`src/rtl/rx_frame_filter.sv`:
```
// RX frame filter: drains the RX byte FIFO, checks destination MAC and CRC-32 FCS, strips the FCS.
// Define RXF_MULTICAST_EN to also accept group (multicast) destination addresses.

module my_bin2gray #(
  parameter int unsigned WIDTH = 16
) (
  input  logic [WIDTH-1:0] bin,
  output logic [WIDTH-1:0] gray
);
  assign gray = bin ^ (bin >> 1);
endmodule

module rx_frame_filter #(
  parameter logic [47:0] MAC_ADDR = 48'h02_00_00_00_00_01,
  parameter int unsigned MIN_LEN  = 64
) (
  input  logic        REF_CLK,
  input  logic        arst_n,
  input  logic        fifo_empty,
  input  logic [7:0]  fifo_dout,
  input  logic        fifo_EOD_out,
  output logic        fifo_rden,
  output logic [7:0]  m_data,
  output logic        m_valid,
  input  logic        m_ready,
  output logic        m_last,
  output logic        m_err,
  output logic [15:0] good_count_gray,
  output logic [15:0] err_count_gray,
  output logic [15:0] drop_count_gray
);

  localparam logic [31:0] CrcPoly    = 32'hEDB8_8320;
  localparam logic [31:0] CrcResidue = 32'hDEBB_20E3;

  typedef enum logic [2:0] {StIdle, StHdr, StBody, StFlush, StDrop} state_e;

  state_e          state_q, state_d;
  logic [5:0][7:0] line_q, line_d;
  logic [31:0]     crc_q, crc_d, crc_nx;
  logic [15:0]     cnt_q, cnt_d, cnt_inc;
  logic            bad_q, bad_d;
  logic [1:0]      flush_q, flush_d;
  logic            rd_q, run_q;
  logic [7:0]      data_q, data_d;
  logic            valid_q, valid_d, last_q, last_d, err_q, err_d;
  logic [15:0]     good_q, good_d, errc_q, errc_d, drop_q, drop_d;
  logic [47:0]     da;
  logic            da_ok, out_free, xfer;
  logic [5:0][7:0] line_shift;

  function automatic logic [31:0] crc_byte(input logic [31:0] crc, input logic [7:0] data);
    logic [31:0] c;
    c = crc ^ {24'h0, data};
    for (int i = 0; i < 8; i++) begin
      c = c[0] ? ((c >> 1) ^ CrcPoly) : (c >> 1);
    end
    return c;
  endfunction

  assign crc_nx     = crc_byte(crc_q, fifo_dout);
  assign cnt_inc    = (cnt_q == 16'hFFFF) ? cnt_q : cnt_q + 16'd1;
  assign line_shift = {fifo_dout, line_q[5:1]};
  assign out_free   = !valid_q || m_ready;
  assign xfer       = valid_q && m_ready;

  // DA is b0..b4 already in the line plus b5 arriving now.
  assign da = {line_q[1], line_q[2], line_q[3], line_q[4], line_q[5], fifo_dout};
`ifdef RXF_MULTICAST_EN
  assign da_ok = (da == MAC_ADDR) || (&da) || da[40];
`else
  assign da_ok = (da == MAC_ADDR) || (&da);
`endif

  always_comb begin
    fifo_rden = 1'b0;
    if (run_q && !fifo_empty && !rd_q) begin
      unique case (state_q)
        StIdle, StHdr, StDrop: fifo_rden = 1'b1;
        StBody:                fifo_rden = out_free;
        default:               fifo_rden = 1'b0;
      endcase
    end
  end

  always_comb begin
    state_d = state_q;
    line_d  = line_q;
    crc_d   = crc_q;
    cnt_d   = cnt_q;
    bad_d   = bad_q;
    flush_d = flush_q;
    data_d  = data_q;
    valid_d = valid_q;
    last_d  = last_q;
    err_d   = err_q;
    good_d  = good_q;
    errc_d  = errc_q;
    drop_d  = drop_q;
    if (xfer) begin
      valid_d = 1'b0;
      last_d  = 1'b0;
      err_d   = 1'b0;
    end
    unique case (state_q)
      StIdle: begin
        if (rd_q) begin
          line_d = line_shift;
          crc_d  = crc_nx;
          cnt_d  = cnt_inc;
          if (fifo_EOD_out) drop_d = drop_q + 16'd1;
          else              state_d = StHdr;
        end
      end
      StHdr: begin
        if (rd_q) begin
          line_d = line_shift;
          crc_d  = crc_nx;
          cnt_d  = cnt_inc;
          if (fifo_EOD_out) begin
            drop_d  = drop_q + 16'd1;
            state_d = StIdle;
          end else if (cnt_q == 16'd5) begin
            state_d = da_ok ? StBody : StDrop;
          end
        end
      end
      StBody: begin
        if (rd_q) begin
          data_d  = line_q[0];
          valid_d = 1'b1;
          last_d  = 1'b0;
          err_d   = 1'b0;
          line_d  = line_shift;
          crc_d   = crc_nx;
          cnt_d   = cnt_inc;
          if (fifo_EOD_out) begin
            bad_d   = (crc_nx != CrcResidue) || ({16'h0, cnt_inc} < MIN_LEN);
            flush_d = 2'd0;
            state_d = StFlush;
          end
        end
      end
      StFlush: begin
        // Line now holds b(N-6)..b(N-1); only the first two are payload.
        if (flush_q == 2'd0 && out_free) begin
          data_d  = line_q[0];
          valid_d = 1'b1;
          last_d  = 1'b0;
          err_d   = 1'b0;
          flush_d = 2'd1;
        end else if (flush_q == 2'd1 && out_free) begin
          data_d  = line_q[1];
          valid_d = 1'b1;
          last_d  = 1'b1;
          err_d   = bad_q;
          flush_d = 2'd2;
        end else if (flush_q == 2'd2 && xfer) begin
          if (err_q) errc_d = errc_q + 16'd1;
          else       good_d = good_q + 16'd1;
          state_d = StIdle;
        end
      end
      StDrop: begin
        if (rd_q && fifo_EOD_out) begin
          drop_d  = drop_q + 16'd1;
          state_d = StIdle;
        end
      end
      default: state_d = StIdle;
    endcase
    if (state_d == StIdle) begin
      line_d = '0;
      crc_d  = '1;
      cnt_d  = '0;
    end
  end

  always_ff @(posedge REF_CLK or negedge arst_n) begin
    if (!arst_n) begin
      state_q <= StIdle;
      line_q  <= '0;
      crc_q   <= '1;
      cnt_q   <= '0;
      bad_q   <= 1'b0;
      flush_q <= 2'd0;
      rd_q    <= 1'b0;
      run_q   <= 1'b0;
      data_q  <= '0;
      valid_q <= 1'b0;
      last_q  <= 1'b0;
      err_q   <= 1'b0;
      good_q  <= '0;
      errc_q  <= '0;
      drop_q  <= '0;
    end else begin
      state_q <= state_d;
      line_q  <= line_d;
      crc_q   <= crc_d;
      cnt_q   <= cnt_d;
      bad_q   <= bad_d;
      flush_q <= flush_d;
      rd_q    <= fifo_rden;
      run_q   <= 1'b1;
      data_q  <= data_d;
      valid_q <= valid_d;
      last_q  <= last_d;
      err_q   <= err_d;
      good_q  <= good_d;
      errc_q  <= errc_d;
      drop_q  <= drop_d;
    end
  end

  assign m_data  = data_q;
  assign m_valid = valid_q;
  assign m_last  = last_q;
  assign m_err   = err_q;

  my_bin2gray #(.WIDTH(16)) u_good_gray (.bin(good_q), .gray(good_count_gray));
  my_bin2gray #(.WIDTH(16)) u_err_gray  (.bin(errc_q), .gray(err_count_gray));
  my_bin2gray #(.WIDTH(16)) u_drop_gray (.bin(drop_q), .gray(drop_count_gray));

endmodule

```
`config.mk`:
```
export PLATFORM = sky130hd
export DESIGN_NAME = rx_frame_filter
export DESIGN_NICKNAME = d
export VERILOG_FILES = /design/src/rtl/rx_frame_filter.sv
export SDC_FILE = /design/constraint.sdc
export NUM_CORES = 1
export LEC_CHECK = 0
export CAP_MARGIN = 20
export CORE_MARGIN = 1.5
export CORE_UTILIZATION = 45
export CTS_CLUSTER_DIAMETER = 60
export DETAILED_ROUTE_END_ITERATION = 16
export DONT_BUFFER_PORTS = 1
export PLACE_DENSITY = 0.69
export SYNTH_ARGS = -nofsm -noshare
export SYNTH_HDL_FRONTEND = slang
export SYNTH_SLANG_ARGS = --single-unit
```
`constraint.sdc`:
```
create_clock -name REF_CLK -period 7.3 [get_ports REF_CLK]
set_input_delay 1.095 -clock REF_CLK [delete_from_list [all_inputs] [get_ports REF_CLK]]
set_output_delay 1.095 -clock REF_CLK [all_outputs]
set_load 0.005 [all_outputs]
```
; ---- Yosys cells after proc, flatten, opt, wreduce, memory -nomap -nowiden
; Cells that the tools add are included.
[op_classes]
add_sub_neg = 4
magnitude_cmp = 1
n_eq_ne = 16
muxes = 61
bitwise_logic = 15
reduce_logical = 31
[op_table]
columns = cell, count
row1 = two-way mux 32 bit, 11
row2 = two-way mux 48 bit, 3
row3 = two-way mux 16 bit, 7
row4 = inverter 13 -> 14 bit, 8
row5 = "adder 16 x 1 -> 16 bit, second input constant", 4
row6 = "equality test 48 x 42 -> 1 bit, second input constant", 1
row7 = AND reduction 48 bit, 1
row8 = bitwise XOR 16 x 15 -> 16 bit, 3
row9 = two-way mux 3 bit, 12
row10 = "inequality test 32 bit, second input constant", 1
row11 = one-hot mux 16 bit (2 select lines), 1
row12 = bitwise XOR 32 x 8 -> 32 bit, 1
row13 = two-way mux 8 bit, 3
row14 = "equality test 16 bit, second input constant", 1
row15 = "equality test 16 x 3 -> 1 bit, second input constant", 1
row16 = "less-than comparator 16 x 7 -> 1 bit, second input constant", 1
row17 = one-hot mux 8 bit (2 select lines), 1
row18 = one-hot mux 3 bit (5 select lines), 1
row19 = two-way mux 1 bit, 13
row20 = AND reduction 5 bit, 2
row21 = two-way mux 2 bit, 4
row22 = one-hot mux 1 bit (2 select lines), 4
row23 = AND reduction 4 bit, 2
row24 = nonzero test 2 bit, 4
row25 = other kinds (19), 38
[word_totals]
ff_bits = 163
input_bits = 13
out_inout_bits = 60

; ---- Depth between registers and ports, before layout
; Gate-level depths: netlist of run 1.
[logic_depth]
word_depth = 20
mapped_depth = 10
ltp_nobuf = 10

; ---- Cells and area by module
; From an unflattened synthesis of run 1, not the netlist that was laid out.
[hier_totals]
hier_cells = 912
area_unflattened_um2 = 8790.9
[by_module_without_submodules]
columns = mod, n_inst, cells_per_inst, area_each_um2
row1 = rx_frame_filter, 1, 864, 8374.3
row2 = my_bin2gray, 3, 16, 138.9

; ---- Least setup slack after synthesis of run 1
; No wires, ideal clock.
[synth_path]
path_type = input port to flip-flop
startpoint = input port fifo_dout[2]
endpoint = register bad_q
setup_ps = 126
arrival_ps = 3152
setup_slack_ps = 4022
cell_stages = 7
path_cell_list = xnor2_2 -> xnor3_2 -> xnor2_1 -> or3b_2 -> a22oi_2 -> o2111ai_1 -> o32a_1
[synth_between]
elab_chain_cells = 15
[synth_rtl]
columns = item, line
row1 = "start, declared", 20  ; input logic [7:0] fifo_dout,
row2 = bitwise XOR 32 x 8 -> 32 bit *, 54  ; c = crc ^ {24'h0, data};
row3 = two-way mux 32 bit * (3 in a row), 56  ; c = c[0] ? ((c >> 1) ^ CrcPoly) : (c >> 1);
row4 = inverter 13 -> 14 bit (no source line), -
row5 = two-way mux 32 bit * (2 in a row), 56
row6 = inverter 13 -> 14 bit (no source line) or two-way mux 32 bit (tied branches), -
row7 = two-way mux 32 bit *, 56
row8 = inverter 13 -> 14 bit (no source line), -
row9 = two-way mux 32 bit *, 56
row10 = inverter 13 -> 14 bit (no source line), -
row11 = two-way mux 32 bit *, 56
row12 = inequality test 32 bit *, 138  ; bad_d = (crc_nx != CrcResidue) || ({16'h0, cnt_inc} < MIN_LEN);
row13 = logical OR 1 bit *, 138
row14 = "end signal, assigned", 185  ; bad_q <= 1'b0;
row15 = "end signal, assigned", 201  ; bad_q <= bad_d;
row16 = "end, declared", 42  ; logic bad_q, bad_d;
; Mark *: on every way between the ends. The rest lies on a longest branch, timed or not.
; A chain may end at the register's enable or synchronous reset.

; ---- Final worst setup path of run 1
[layout_path]
startpoint = input port fifo_dout[5]
endpoint = register bad_q
[layout_between]
elab_chain_cells = 13
[layout_rtl]
columns = item, line
row1 = bitwise XOR 32 x 8 -> 32 bit *, 54
row2 = two-way mux 32 bit * (6 in a row), 56
row3 = inverter 13 -> 14 bit (no source line), -
row4 = two-way mux 32 bit *, 56
row5 = inverter 13 -> 14 bit (no source line), -
row6 = two-way mux 32 bit *, 56
row7 = inequality test 32 bit *, 138
row8 = logical OR 1 bit *, 138
; Marks and branches as above.

==> qor.txt, run 1 <==
Outcome = completed
Met1 wire length = 8.79 mm
Worst EP required = 7.61 ns
CTS tree = built
Internal power = 2.22 mW
Pin count of the biggest net entering global routing = 164
DRC violations left = 0
Initial antenna violation count = 0
Fin crit period = 3.26 ns
Rows = 51
Crit. End Element = register
Sw frac = 37.7%
Commonest non-fill, non-tap cell in the layout = nand2_1
Die Y = 144 µm
Vias in the first global route = 6,086
Syn-to-layout area delta = 8.99%
Yosys cell types = 68
DRT iter0 DRCs = 461
Die width = 144 µm
Fmax = 307 MHz
Top Layer Used = met4
NetSw = 1.34 mW
Relative slew slack = 35.2%
Initial Util = 45.9%
Leak Pwr = 4.36 nW
Max Cap Viol = 0
Unrepaired setup endpoints after global routing = no
Most used DFF post-synth = dfrtp_1
Final hold vios = 0
Syn Inst Count = 898
Drt wl/cell = 16.4 µm
Post_cts resized = 0
Post-Syn Area = 8960 µm²
Clock power frac = 25.6%
Post-DP HPWL = 12.8 mm
Layout Cells excl Fill = 1,155
Register bit total from synthesis = 163
Layout cells sized above 1 = 11.1%
Place WS = 3.65 ns
Final Wtd Congestion = 0.821
Setup TNS Final = 0 ns
Comb power frac = 38.9%
Root Driver = clkbuf_16
Inserted Clock Buffers = 17
Clock skew = 0.0132 ns
Die ar. = 20,800 µm²
Clock sink count = 163
First-pass GRT wire length = 30.9 mm
Vias per inst = 5.47
Async S/R FF share, synth = 100%
Met2 WL = 8.64 mm
Max clock buf depth = 2
Slew @ Worst Pin = 0.969 ns
Critical Path Fanout Max = 11
Latest clock arrival within the worst-skew pair = 0.43 ns
DR WL met3 = 1.28 mm
Setup slack after layout = 4.04 ns
Most frequent cells in the layout = nand2_1 (151), dfrtp_1 (131), xnor2_1 (72)
Crit Path Class = input port to register
EDFF count, synth = 0
Register area share after synthesis = 46.0%
Final Net Count = 935
Antenna diodes = 0
Via Count = 6,317
DRT antenna net count = 0
Pre-Repair DR Iteration Count = 5
Mean Syn Cell Area = 9.98 µm²
Peak VDD IR = 239 µV
Synth Net Count = 956
Final global-route overflow total = 0
Post-Route WL = 18.9 mm
Input/output buffers = 0
PD cells = 364 nW/µm²
Setup violators final = 0
H-tree levels = 4
Reg clk slew, reported paths = 0.06 ns
Hold crit path type = input port to asynchronous set/reset pin
GRT Util Overall = 18.9%
Core area = 19,500 µm²
Worst EP arrival = 3.56 ns
Worst setup SP type = input port
Slew Viols, Final = 0
# hold bufs at CTS = 0
Share of the clock period used by the worst path = 44.7%
Setup bufs post-CTS = 0
Cell total after placement = 1,123
Yosys warns = 0
Ports = 73
Sequential power share = 35.4%
through the flow:
step | hold slack (ns) | utilization [%] | cell area [µm²] | power [mW]
after floorplan | 0.461 | - | 8960 | 2.37
after global placement | 0.483 | 46.9 | 9160 | 2.64
after detailed placement | 0.489 | 46.9 | 9160 | 2.65
after CTS | 0.342 | 50.0 | 9770 | 3.58
after global routing | 0.336 | 50.0 | 9770 | 3.76
final | 0.358 | 50.0 | 9770 | 3.56
layer usage:
metal,vias to the layer above,global-route usage [%]
li1,3082,-
met1,3058,26.1
met2,166,29.2
met3,11,5.36
met4,0,4.63
met5,-,0
power by group through the flow:
stage	combinational, mW	clock [mW]	sequential [mW]
3_5_place_dp	1.38	0	1.27
2_1_floorplan	1.17	0	1.20
5_1_grt	1.52	0.969	1.28
3_3_place_gp	1.37	0	1.27
6_report	1.39	0.912	1.26
4_1_cts	1.39	0.933	1.26
critical path, stage by stage:
cell and delay [ns]:
xor2_1 0.75, xnor2_1 0.36, xnor3_2 0.51, nand3b_1 0.20, a22oi_2 0.16, o2111ai_1 0.17, o32a_1 0.32
kinds of logic after synthesis:
group	synth area share, %
XOR/XNOR	14.7
buffers and inverters	2.62
multiplexers	1.95
adder cells (fa/ha/maj)	6.28
flip-flops	46.0
AO/OA/AOI/OAI	9.51
AND/OR/NAND/NOR	18.9
other	0.0418
path summary, 6_finish.rpt:
path                                    from        end  slack [ns]  cells after the start
worst min register to register     drop_q[0]  drop_q[0]        0.50                      1
worst max register to register      crc_q[5]      bad_q        4.14                      7
worst max-delay path            fifo_dout[5]      bad_q        4.04                      7
min in group REF_CLK               drop_q[0]  drop_q[0]        0.50                      1
max in group asynchronous             arst_n   crc_q[4]        6.62                      0
worst min-delay path                  arst_n  good_q[7]        0.36                      0
synth_stat cells, drive strengths merged, types with 2 or more instances:
master / number / area [µm²]
nand2: 152 / 571
dfrtp: 131 / 3280
xnor2: 82 / 805
nor2: 71 / 267
a21oi: 55 / 275
ha: 45 / 563
xor2: 43 / 422
clkbuf: 33 / 124
dfstp: 32 / 841
a211o: 28 / 245
nand3: 26 / 130
nand4: 26 / 163
o21ai: 18 / 90.1
nor4: 17 / 106
and3: 14 / 87.6
mux2i: 13 / 130
inv: 12 / 47.6
nor3: 12 / 65.1
buf: 11 / 63.8
nand3b: 7 / 52.6
or3: 6 / 37.5
nor3b: 5 / 37.5
mux2: 4 / 45.0
nor2b: 4 / 25.0
o31ai: 4 / 30.0
and4: 3 / 26.3
and4b: 3 / 30.0
nand2b: 3 / 18.8
xnor3: 3 / 70.1
a2111oi: 2 / 25.0
a211oi: 2 / 15.0
a21boi: 2 / 15.0
a31o: 2 / 17.5
and2: 2 / 12.5
o2111ai: 2 / 17.5
o311ai: 2 / 25.0
or2: 2 / 12.5
or3b: 2 / 17.5
layout make-up:
| type | instances | area, µm² |
|---|---|---|
| fillers | 1793 | 9760 |
| multi-input cells | 679 | 4630 |
| flip-flops and latches | 163 | 4120 |
| clock buffers | 22 | 484 |
| well taps | 265 | 332 |
| clock inverters | 10 | 124 |
| inverters | 12 | 47.5 |
| repair buffers | 4 | 30.0 |
sequential cells by signal, summed over array words and instances (netlist names):
register and count:
cnt_q 16, line_q 8, m_data 8, errc_q 16, m_last 1, bad_q 1, run_q 1, da 40
drop_q 16, rd_q 1, m_err 1, state_q 3, crc_q 32, flush_q 2, good_q 16, m_valid 1
No activity file was read; power rests on OpenSTA's default activity.
==> run 2: changes to the inputs <==
Clock period 7.3 ns to 3.2 ns, I/O delays scaled along.
==> qor.txt, run 2 (synthesis gave the netlist of run 1 again) <==
DRT iter0 DRCs = 494
Slew Viols, Final = 0
Drt wl/cell = 16.3 µm
Pre-Repair DR Iteration Count = 5
Max clock buf depth = 2
Crit-path cells = xor2_4 > xor2_4 > inv_4 > ha_1 > nand4_1 > a2111oi_1 > nand4bb_1 > a2111oi_2 > o2111ai_1 > o32a_1
Inserted Clock Buffers = 17
Initial antenna violation count = 0
Ports = 73
PD cells = 852 nW/µm²
Met2 WL = 8.47 mm
Vias per inst = 5.52
Most frequent cells in the layout = nand2_1 (151), dfrtp_1 (131), xnor2_1 (72)
Total chip power = 8.42 mW
First-pass GRT wire length = 30.6 mm
Worst r2r path cells = 10
DRC violations left = 0
Layout cells sized above 1 = 11.6%
Peak VDD IR = 619 µV
Commonest non-fill, non-tap cell in the layout = nand2_1
Clock skew = 0.0109 ns
Latest clock arrival within the worst-skew pair = 0.43 ns
Final global-route overflow total = 0
Cell total after placement = 1,128
Reg clk slew, reported paths = 0.07 ns
Critical Path Fanout Max = 7
GRT Util Overall = 18.8%
H-tree levels = 4
DRT antenna net count = 0
Core area = 19,500 µm²
Failing checks = negative hold slack
Die ar. = 20,800 µm²
Worst EP arrival = 3.24 ns
Unrepaired setup endpoints after global routing = no
Crit path largest cell delay = 0.58 ns
Critical path startpoint = crc_q[1]
Die width = 144 µm
Post-DP HPWL = 12.6 mm
Share of the clock period used by the worst path = 91.4%
Slew @ Worst Pin = 0.923 ns
Top Layer Used = met4
Setup TNS Final = 0 ns
Vias in the first global route = 6,073
Rows = 51
Most used cell, CP = xor2_4
Final Net Count = 940
CTS tree = built
Pin count of the biggest net entering global routing = 164
Root Driver = clkbuf_16
Met1 wire length = 8.80 mm
Fin crit period = 2.92 ns
Final Wtd Congestion = 0.872
Worst EP required = 3.52 ns
Worst path slowest cell = dfstp_2
Final hold vios = 153
Post_cts resized = 0
Syn-to-layout area delta = 10.3%
Layout Cells excl Fill = 1,159
Crit Path Class = register to register
Final hold slack = -0.255 ns
Hold crit path type = input port to asynchronous set/reset pin
Number of flip-flops in the largest register = 40
FF-to-FF End = bad_q
Input/output buffers = 0
Clock sink count = 163
DR WL met3 = 1.38 mm
Post-Route WL = 18.9 mm
Crit. End Element = register
Leak Pwr = 4.42 nW
Fmax = 342 MHz
Antenna diodes = 0
Worst R2R Setup Slack = 0.28 ns
Relative slew slack = 38.4%
Setup violators final = 0
Outcome = finished with violations
Initial Util = 45.9%
Worst setup SP type = register
Via Count = 6,394
Max Cap Viol = 0
Die Y = 144 µm
Setup bufs post-CTS = 0
Critical R2R Launch = crc_q[1]
run 2: changes by cell type in the layout (fill, tap and decap cells not counted):
cell	before	now
buf_4	4	7
bufinv_16	2	5
clkinv_4	4	1
buf_12	0	2
inv_6	1	3
clkbuf_1	1	0
clkbuf_8	4	3
clkinvlp_4	2	1
run 2: layer usage:
layer	GRT usage (%)	up-vias
met1	25.7	3122
met3	6.03	19
li1	-	3082
met4	5.53	0
met2	28.7	171
met5	0	-
run 2: layout make-up:
type / instances / area, µm²
Fill cell: 1796 / 9640
Timing Repair Buffer: 9 / 92.6
Inverter: 12 / 47.5
Tap cell: 265 / 332
Clock buffer: 20 / 467
Multi-Input combinational cell: 679 / 4630
Sequential cell: 163 / 4120
Clock inverter: 11 / 198
run 2: how the worst max path moves through the flow:
stage / endpoint / slack [ns]
final: bad_q / 0.28
after global routing: bad_q / 0.15
after CTS: bad_q / 0.25
after detailed placement: bad_q / 0.27
after global placement: bad_q / 0.42
after floorplan: bad_q / 0.54
run 2: per-stage QoR:
stage	setup WS (ns)	area, µm²	utilization (%)
6_report	0.276	9890	50.6
5_1_grt	0.152	9890	50.6
4_1_cts	0.255	9890	50.6
3_5_place_dp	0.271	9220	47.2
3_3_place_gp	0.423	9220	47.2
2_1_floorplan	0.537	8960	-
run 2: power breakdown:
group | total (mW) | leakage (nW) | internal (mW) | switching [mW]
Clock | 2.30 | 0.323 | 1.45 | 0.844
Combinational | 3.30 | 1.96 | 1.43 | 1.87
Sequential | 2.83 | 2.14 | 2.47 | 0.360
Total | 8.42 | 4.42 | 5.35 | 3.08
run 2: critical path, delay by kind of cell, from the launching register on:
family	cells	cell delay [ns]
compound gates	4	1.18
fa+ha+maj	1	0.17
xor+xnor	2	0.48
simple gates	2	0.27
buf+inv	1	0.14
flops	1	0.58
==> run 3: changes to the inputs <==
Settings changed: PLACE_DENSITY 0.69 to default, PLACE_DENSITY_LB_ADDON from default to 0.25.
Clock period 3.2 ns to 2.99 ns, I/O delays scaled along.
==> qor.txt, run 3 (synthesis gave the netlist of run 1 again) <==
Outcome = finished with violations
Failing checks = negative hold slack
PD cells = 888 nW/µm²
Hold crit path type = input port to asynchronous set/reset pin
Drt wl/cell = 16.3 µm
Pin count of the biggest net entering global routing = 164
Final Net Count = 952
Fillers = 1,822
Worst EP arrival = 3.13 ns
Crit. End Element = register
Antenna diodes = 0
Syn-to-layout area delta = 10.2%
Latest clock arrival within the worst-skew pair = 0.42 ns
Vias in the first global route = 6,116
Worst EP required = 3.30 ns
Layout cells sized above 1 = 12.5%
Clock sink count = 163
Inserted Clock Buffers = 17
Die width = 144 µm
Initial antenna violation count = 0
Fmax = 354 MHz
Final Wtd Congestion = 0.899
Leak Pwr = 4.43 nW
Crit Path Class = register to register
Post-DP HPWL = 12.8 mm
Commonest non-fill, non-tap cell in the layout = nand2_1
Setup TNS Final = 0 ns
Ports = 73
Most frequent cells in the layout = nand2_1 (151), dfrtp_1 (131), xnor2_1 (72)
Share of the clock period used by the worst path = 94.4%
Final global-route overflow total = 0
Final hold vios = 163
DRT antenna net count = 0
Reg clk slew, reported paths = 0.06 ns
Pre-Repair DR Iteration Count = 4
DRC violations left = 0
Slew Viols, Final = 0
Post-Route WL = 19.0 mm
CTS tree = built
Placed Area = 9310 µm²
Die Y = 144 µm
First-pass GRT wire length = 31.2 mm
Unrepaired setup endpoints after global routing = no
H-tree levels = 4
Rows = 51
Total chip power = 8.78 mW
Die ar. = 20,800 µm²
Layout Cells excl Fill = 1,171
Max clock buf depth = 2
Clock skew = 0.00736 ns
GRT Util Overall = 19.1%
Design Area, Final = 9880 µm²
Seq. cell area = 4120 µm²
Cell total after placement = 1,139
Core area = 19,500 µm²
Initial Util = 45.9%
Relative slew slack = 51.5%
DRT iter0 DRCs = 345
Input/output buffers = 0
Root Driver = clkbuf_16
Fin crit period = 2.82 ns
Via Count = 6,286
Worst setup SP type = register
Number of flip-flops in the largest register = 40
Setup violators final = 0
Multi-input logic area = 4650 µm²
Critical Path Fanout Max = 3
Max Cap Viol = 0
Final hold slack = -0.280 ns
Vias per inst = 5.37
Peak VDD IR = 597 µV
Slew @ Worst Pin = 0.726 ns
==> run 3: cell type report <==
type | instances | share of cell area [%]
Multi-Input combinational cell | 679 | 47.1
Sequential cell | 163 | 41.7
Clock buffer | 23 | 4.74
Tap cell | 265 | 3.36
Timing Repair Buffer | 21 | 1.85
Clock inverter | 8 | 0.798
Inverter | 12 | 0.481
==> run 3: report_power, final <==
part | internal [mW] | switching [mW]
logic | 1.62 | 2.07
clock network | 1.19 | 0.879
registers | 2.64 | 0.379
==> run 3: stage by stage <==
step / hold slack, ns / util (%) / worst slack [ns]
6_report: -0.280 / 50.6 / 0.167
5_1_grt: -0.303 / 50.6 / 0.0231
4_1_cts: -0.292 / 50.5 / 0.0452
3_5_place_dp: 0.161 / 47.7 / 0.0565
3_3_place_gp: 0.161 / 47.7 / 0.182
2_1_floorplan: 0.153 / - / 0.337
==> run 3: path summary, 6_finish.rpt <==
kind	end	slack (ns)	depth (start not counted)	start
worst min register to register	good_q[0]	0.50	1	good_q[0]
min in group REF_CLK	da[10]	0.15	2	fifo_dout[2]
worst max register to register	bad_q	0.17	8	crc_q[1]
worst min-delay path	good_q[7]	-0.28	0	arst_n
worst max-delay path	bad_q	0.17	8	crc_q[1]
max in group asynchronous	crc_q[17]	2.98	0	arst_n
==> run 3: timing repair <==
item / 4_1_cts / 5_1_grt
endpoints found under the setup margin: 0 / 1
resized for setup: 0 / 2
buffers inserted: 0 / 1
endpoints found under the hold margin: 163 / 163
==> run 3: per-layer routing <==
layer / GRT usage, % / routed length, µm / vias up / part of all wire [%]
met5: 0 / 0 / - / 0
met4: 4.89 / 286 / 0 / 1.5
met3: 5.20 / 943 / 20 / 5.0
met2: 29.3 / 8340 / 104 / 44
met1: 26.6 / 9480 / 3058 / 50
li1: - / - / 3104 / -
==> run 3: worst max-delay path: stages, from the launching register on <==
cell and delay (ns):
dfstp_2 0.58, xor2_4 0.24, buf_4 0.19, xnor3_2 0.47
xnor2_1 0.15, or3b_2 0.46, a22oi_2 0.20, o2111ai_1 0.12
o32a_1 0.30
